[src/rtl/defs_pkg.sv]
// Shared execute-stage types: ALU flag word, branch condition codes and
// the condition evaluator used by the branch unit.
package defs_pkg;

   // Flags produced by the ALU; zero is the MSB of the packed word.
   typedef struct packed {
      logic zero;
      logic negative;
      logic carry;
      logic overflow;
   } alu_flags_t;

   // Branch condition codes; 12-15 are reserved and never taken.
   typedef enum logic [3:0] {
      COND_AL  = 4'd0,
      COND_EQ  = 4'd1,
      COND_NE  = 4'd2,
      COND_LT  = 4'd3,
      COND_GE  = 4'd4,
      COND_LTU = 4'd5,
      COND_GEU = 4'd6,
      COND_MI  = 4'd7,
      COND_PL  = 4'd8,
      COND_VS  = 4'd9,
      COND_VC  = 4'd10,
      COND_NV  = 4'd11
   } cond_t;

   // Returns 1 when the condition holds for the given flags.
   function automatic bit cond_eval(input cond_t cond, input alu_flags_t flags);
      bit taken;
      taken = 1'b0;
      case (cond)
         COND_AL:  taken = 1'b1;
         COND_EQ:  taken = flags.zero;
         COND_NE:  taken = !flags.zero;
         COND_LT:  taken = flags.negative ^ flags.overflow;
         COND_GE:  taken = !(flags.negative ^ flags.overflow);
         COND_LTU: taken = flags.carry;
         COND_GEU: taken = !flags.carry;
         COND_MI:  taken = flags.negative;
         COND_PL:  taken = !flags.negative;
         COND_VS:  taken = flags.overflow;
         COND_VC:  taken = !flags.overflow;
         default:  taken = 1'b0;
      endcase
      return taken;
   endfunction

endpackage

[src/rtl/flag_stack.sv]
// LIFO of saved status flags for interrupt entry/return.
// Illegal operations (push when full, pop when empty, push with pop) are
// dropped and reported with a one-cycle err pulse.
module flag_stack
   import defs_pkg::*;
#(
   parameter int unsigned DEPTH = 4
) (
   input  logic       clk,
   input  logic       rst_n,
   input  logic       push,
   input  logic       pop,
   input  alu_flags_t push_data,
   output logic       pop_ok_c,
   output alu_flags_t pop_data_c,
   output logic       empty_c,
   output logic       full_c,
   output logic       err
);

   localparam int unsigned PTR_W = $clog2(DEPTH + 1);
   localparam int unsigned IDX_W = (DEPTH > 1) ? $clog2(DEPTH) : 1;

   logic [PTR_W-1:0] ptr;
   alu_flags_t       mem [DEPTH];
   logic             push_ok_c;

   assign empty_c    = (ptr == '0);
   assign full_c     = (ptr == PTR_W'(DEPTH));
   assign push_ok_c  = push && !pop && !full_c;
   assign pop_ok_c   = pop && !push && !empty_c;
   assign pop_data_c = mem[IDX_W'(ptr - PTR_W'(1))];

   // Pointer and error pulse.
   always_ff @(posedge clk or negedge rst_n) begin
      if (!rst_n) begin
         ptr <= '0;
         err <= 1'b0;
      end else begin
         err <= (push && pop) || (push && full_c) || (pop && empty_c);
         if (push_ok_c) begin
            ptr <= ptr + PTR_W'(1);
         end else if (pop_ok_c) begin
            ptr <= ptr - PTR_W'(1);
         end
      end
   end

   // Entry storage; contents are don't-care until written.
   always_ff @(posedge clk) begin
      if (push_ok_c) begin
         mem[IDX_W'(ptr)] <= push_data;
      end
   end

endmodule

[src/rtl/flag_branch_unit.sv]
// Architectural status register plus branch resolver. Branch requests are
// evaluated against the (forwarded) flags and returned one cycle later
// through a one-entry output register with valid/ready flow control.
// Define FLAG_STACK_EN to add the interrupt flag save/restore stack.
module flag_branch_unit
   import defs_pkg::*;
#(
   parameter int unsigned WIDTH       = 8,
   parameter int unsigned STACK_DEPTH = 4
) (
   input  logic             clk,
   input  logic             rst_n,
   input  alu_flags_t       flags_in,
   input  logic             flags_we,
   output alu_flags_t       flags_q,
   input  logic             br_valid,
   output logic             br_ready,
   input  cond_t            br_cond,
   input  logic [WIDTH-1:0] br_pc,
   input  logic [WIDTH-1:0] br_offset,
   output logic             res_valid,
   input  logic             res_ready,
   output logic             res_taken,
   output logic [WIDTH-1:0] res_pc,
   input  logic             flag_push,
   input  logic             flag_pop,
   output logic             stack_empty,
   output logic             stack_full,
   output logic             stack_err
);

   if (STACK_DEPTH < 1) begin : g_depth_check
      $error("flag_branch_unit: STACK_DEPTH must be at least 1");
   end

   logic             accept_c;
   logic             taken_c;
   alu_flags_t       eff_flags_c;
   logic [WIDTH-1:0] target_c;
   logic             restore_c;
   alu_flags_t       restore_flags_c;

`ifdef FLAG_STACK_EN
   flag_stack #(
      .DEPTH (STACK_DEPTH)
   ) u_flag_stack (
      .clk        (clk),
      .rst_n      (rst_n),
      .push       (flag_push),
      .pop        (flag_pop),
      .push_data  (flags_q),
      .pop_ok_c   (restore_c),
      .pop_data_c (restore_flags_c),
      .empty_c    (stack_empty),
      .full_c     (stack_full),
      .err        (stack_err)
   );
`else
   logic stack_unused;
   assign stack_unused    = flag_push ^ flag_pop;
   assign restore_c       = 1'b0;
   assign restore_flags_c = '0;
   assign stack_empty     = 1'b1;
   assign stack_full      = 1'b0;
   assign stack_err       = 1'b0;
`endif

   // Handshake, flag forwarding and target selection. Offset and PC share a
   // width, so plain modulo addition already sign-extends the offset.
   always_comb begin
      br_ready    = !res_valid || res_ready;
      accept_c    = br_valid && br_ready;
      eff_flags_c = flags_we ? flags_in : flags_q;
      taken_c     = cond_eval(br_cond, eff_flags_c);
      target_c    = taken_c ? (br_pc + br_offset) : (br_pc + WIDTH'(1));
   end

   // Status register: stack restore beats an ALU write.
   always_ff @(posedge clk or negedge rst_n) begin
      if (!rst_n) begin
         flags_q <= '0;
      end else if (restore_c) begin
         flags_q <= restore_flags_c;
      end else if (flags_we) begin
         flags_q <= flags_in;
      end
   end

   // One-entry result register; holds while stalled.
   always_ff @(posedge clk or negedge rst_n) begin
      if (!rst_n) begin
         res_valid <= 1'b0;
         res_taken <= 1'b0;
         res_pc    <= '0;
      end else if (accept_c) begin
         res_valid <= 1'b1;
         res_taken <= taken_c;
         res_pc    <= target_c;
      end else if (res_ready) begin
         res_valid <= 1'b0;
      end
   end

endmodule

[config.mk]
export PLATFORM = sky130hd
export DESIGN_NAME = flag_branch_unit
export DESIGN_NICKNAME = d
export VERILOG_FILES = /design/src/rtl/defs_pkg.sv /design/src/rtl/flag_stack.sv /design/src/rtl/flag_branch_unit.sv
export SDC_FILE = /design/constraint.sdc
export NUM_CORES = 1
export LEC_CHECK = 0
export BUFFER_PORTS_ARGS = -buffer_cell sky130_fd_sc_hd__buf_2
export CORE_ASPECT_RATIO = 1.2
export CORE_MARGIN = 1.5
export CORE_UTILIZATION = 47
export DETAILED_ROUTE_END_ITERATION = 10
export PLACE_DENSITY = 0.81
export SYNTH_ARGS = -nofsm -noshare
export SYNTH_HDL_FRONTEND = slang
export SYNTH_SLANG_ARGS = --single-unit
export TNS_END_PERCENT = 50
[constraint.sdc]
create_clock -name clk -period 4.19 [get_ports clk]
set_input_delay 0.6285 -clock clk [delete_from_list [all_inputs] [get_ports clk]]
set_output_delay 0.6285 -clock clk [all_outputs]
set_load 0.01 [all_outputs]
After elaboration in Yosys (flattened, before gate mapping)
Cells that the tools add are included.
Operators by class
  add/subtract/negate cells: 2
  shifts and indexed selects: 0
  magnitude comparators: 0
  div/mod/pow operators: 0
  bitwise operators: 1
  reductions and logical operators: 10
  multiplexer cells: 5
  multiply operators: 0
  eq/ne operators: 10
Operators with widths (count)
  $eq A4 B3 Y1 const B: 4
  $eq A4 B4 Y1 const B: 3
  $pmux W1 S11: 1
  $add A8 B1 Y8 const B: 1
  $add A8 B8 Y8: 1
  $eq A4 B2 Y1 const B: 2
  $mux W8: 1
  $logic_not A1 Y1: 6
  $eq A4 B1 Y1 const B: 1
  $logic_not A4 Y1: 1
  $mux W4: 1
  $mux W1: 2
  $reduce_bool A2 Y1: 1
  $logic_and A1 B1 Y1: 1
  $logic_or A1 B1 Y1: 1
  $xor A1 B1 Y1: 1
Storage, ports and cells
  memory bits (writable): 0
  latch bits: 0
  register bits after elaboration: 14
  output and inout bits: 18
  bits of input ports: 31
  memories: 0
  ROM bits: 0
  word-level logic and storage cells: 35

Logic depth before layout (Yosys ltp)
  depth in word-level cells: 5
  mapped depth: 14
  gate-level depth less buffers: 14

Worst setup path after synthesis
OpenSTA, ideal clock, no wires.
  kind: in2reg
  from: input br_cond[3]
  to: register res_pc[7]
  arrival time: 3.304 ns
  path slack: 0.757 ns
  path buffers: 0
  required time: 4.061 ns
  library setup time: 0.129 ns
  stages: 13
  path through: nor2b_1 > nor3b_1 > or3_4 > a311oi_4 > nand2b_1 > inv_1 > ha_1 > a21o_1 > a211oi_1 > o21a_1 > nor2_1 > a221oi_1 > nand3_2
On the way
  longest elaborated chain between the ends: 3
  elaborated cells between the ends (all ways): 13
  those cells by class: eq/ne: 10; mux: 2; reduce/logical: 1
Ends and longest elaborated chain
  start: declaration: line flag_branch_unit.sv:18  | input cond_t br_cond,
  $eq A4 B4 Y1, or another cell as far along: line defs_pkg.sv:33  | case (cond)
  $pmux W1 S11 (*): line defs_pkg.sv:33
  $mux W8 (*): line flag_branch_unit.sv:75  | target_c = taken_c ? (br_pc + br_offset) : (br_pc + WIDTH'(1));
  end signal: assignment: line flag_branch_unit.sv:98  | res_pc <= target_c;
  end: declaration: line flag_branch_unit.sv:24  | output logic [WIDTH-1:0] res_pc,
Mark *: on every way between the ends. The rest lies on a longest branch, timed or not.
A chain may end at the register's enable or synchronous reset.

==> metrics.cfg <==
[sta]
finalCritPeriodShare=0.850
skew_ns=0.00577
setup_viol=0
maxSlewHeadroom=0.623
fmax_mhz=281
fin_crit_ns=3.56
hold_violations=0
worst_slew_pin_slew_ns=0.565
drv_slew=0
setup_tns_ns=0
rsz0062_at_grt=false

[critical_path]
crit_type=primary input to register
rr_startpoint=flags_q[2]$_DFF_PN0_
cp.required_ns=4.34
worst-path-max-fanout=7
worstSetupEndpointType=register
crit_start=flags_we
critPathLaunchType=primary input
arrival_ns=3.71

[global_routing]
grt_usage=0.210
antenna_found_initial=0
first_global_vias=1083
grt_max_degree=20
grt_pass1_wl_mm=4.22
grt_overflow_total=0

[cells_and_area]
syn_to_final_growth_pct=23.5
final_area_mm2=0.00138
finalNetCount=207
drive_above_1_share=0.343
antennaDiodeCount=0
fin_cells=197

[clocking]
h-tree-depth=1
cts_resized=0
clock_sinks=14
cts_made_buffers=3
clkSlewWorstSetupHoldPaths_ns=0.08
post_cts_buffers=0
root_buffer=clkbuf_4
clk_latency_ns=0.27
cts_buffer_depth=2
cts_tree=yes
cts_hold_buffers=0

[status]
status=finished, final reports clean

[pwr]
clkPwrFrac=0.177
intPower_mw=0.273
peakVddDrop_mv=0.158
power.switching_mw=0.148
comb_power_share=0.411
power_density_mw_per_mm2=306
p_seq_frac=0.412
p_leak_nw=0.703
swShare=0.351

[floorplan]
pin_count=49
die_w_um=47.4
row_count=19
start_util=0.493
die_h_um=56.3
dieArea_mm2=0.00267
core-area_mm2=0.00226

[logic_synthesis]
seq_area_frac_synth=0.315
synthFlopType=dfrtp_1
synth_area_per_cell_um2=9.13
synth_edf_count=0
async_flop_share=1.00
ys_ff_latch=14
synth.distinct_cells=42
synth_area_mm2=0.00111
synthCells=122
yosysWarnings=0

[placed_design]
dpl.cell_count=194
hpwlAfterDp_mm=2.12
place_area_mm2=0.00135
io_buffers=43
gp_routability_congestion=0.774

[route]
wl_per_cell_um=12.7
drc=0
routed_wl_mm=2.51
ant_nets=0
vias=1048
vias_per_cell=5.32
first_pass_iters=4
drt_iter0_drc=24

[min_path]
hp-class=primary input to asynchronous set/reset pin

[run]
cap_violations=0

[flip-flops by register name, indices dropped and copies added, names as in the netlist]
name       flops
res_pc         8
flags_q        4
res_taken      1
res_valid      1
[cell usage after synthesis, types with 2 or more instances]
cell	instances	share of area
conb_1	2	0.0067
nor3b_1	2	0.013
inv_1	7	0.024
o31ai_1	2	0.013
mux2_2	2	0.020
nor2_1	6	0.020
ha_1	7	0.079
nor3_1	4	0.018
nand3_1	2	0.0090
xor2_1	5	0.039
a21oi_1	2	0.0090
and2b_1	5	0.034
nand2_1	13	0.044
buf_4	3	0.020
o21ai_0	9	0.040
mux2_4	3	0.040
nor2b_1	4	0.022
a21boi_0	2	0.013
mux2i_1	2	0.018
nand2b_1	3	0.017
or2_2	2	0.011
dfrtp_1	14	0.31
or3_1	2	0.011
[final timing paths]
kind,to,slack (ns),depth (start not counted)
worst min register to register,res_pc[0]$_DFFE_PN0P_,0.48,2
worst max-delay path,res_pc[7]$_DFFE_PN0P_,0.63,13
max in group asynchronous,res_pc[7]$_DFFE_PN0P_,3.71,1
worst max register to register,res_pc[7]$_DFFE_PN0P_,0.80,12
min in group clk,res_pc[0]$_DFFE_PN0P_,0.48,2
worst min-delay path,res_valid$_DFFE_PN0P_,0.23,1
[stage by stage]
stage	setup WS, ns	total power [mW]	hold WS [ns]	utilization
after CTS	0.619	0.423	0.249	0.609
after global placement	0.468	0.339	0.454	0.599
final	0.629	0.420	0.233	0.609
after global routing	0.398	0.452	0.257	0.609
after floorplan	0.757	0.283	0.333	-
after detailed placement	0.343	0.349	0.467	0.599
[layout by cell type (no fill, tap or decap), types with 2 or more instances in the layout]
cell / netlist / layout
a21boi_0: 2 / 2
a21oi_1: 2 / 2
and2b_1: 5 / 5
buf_2: 0 / 43
clkbuf_4: 0 / 3
conb_1: 2 / 3
dfrtp_1: 14 / 14
ha_1: 7 / 7
inv_1: 7 / 7
mux2_2: 2 / 2
mux2_4: 3 / 3
mux2i_1: 2 / 2
nand2_1: 13 / 13
nand2b_1: 3 / 3
nand3_1: 2 / 2
nor2_1: 6 / 6
nor2b_1: 4 / 4
nor3_1: 4 / 4
nor3b_1: 2 / 2
o21ai_0: 9 / 9
o31ai_1: 2 / 2
or2_2: 2 / 2
or3_1: 2 / 2
xor2_1: 5 / 5
[layout make-up]
class                   instances  area, um^2
clock buffers                   3        22.5
fillers                       221         883
inverters                       7        26.3
multi-input cells              98         714
flip-flops and latches         14         350
well taps                      31        38.8
repair buffers                 44         223
[critical path, stage by stage]
cell and delay (ns):
buf_2 0.16, mux2_2 0.38, a22oi_1 0.17, o32ai_1 0.14, a311oi_4 0.38, buf_4 0.22, and2b_1 0.20, ha_1 0.34
a211oi_1 0.32, o21a_1 0.28, nor2_1 0.07, a221oi_1 0.32, nand3_2 0.10
[per-layer routing]
layer	up-vias	part of all wire	global-route usage
met2	40	0.54	0.405
met1	490	0.40	0.216
met3	4	0.053	0.0354
li1	514	-	-
met4	0	0.0092	0.0437
met5	-	0	0
[power groups by stage]
stage | Sequential, mW | Clock [mW] | Combinational [mW]
floorplan | 0.186 | 0 | 0.0969
global placement | 0.174 | 0 | 0.166
detailed placement | 0.176 | 0 | 0.173
CTS | 0.173 | 0.0759 | 0.174
global route | 0.175 | 0.0834 | 0.194
finish | 0.173 | 0.0745 | 0.173
[cells by family (layout without fill, tap and decap cells)]
logic type	after synthesis	after routing	synth area share
simple gates	49	49	0.245
compound gates	26	26	0.172
flops	14	14	0.315
buf+inv	11	54	0.0472
fa+ha+maj	8	8	0.0966
mux	7	7	0.0786
xor+xnor	5	5	0.0393
other cells	2	3	0.00674
No activity file was read; power rests on OpenSTA's default activity.
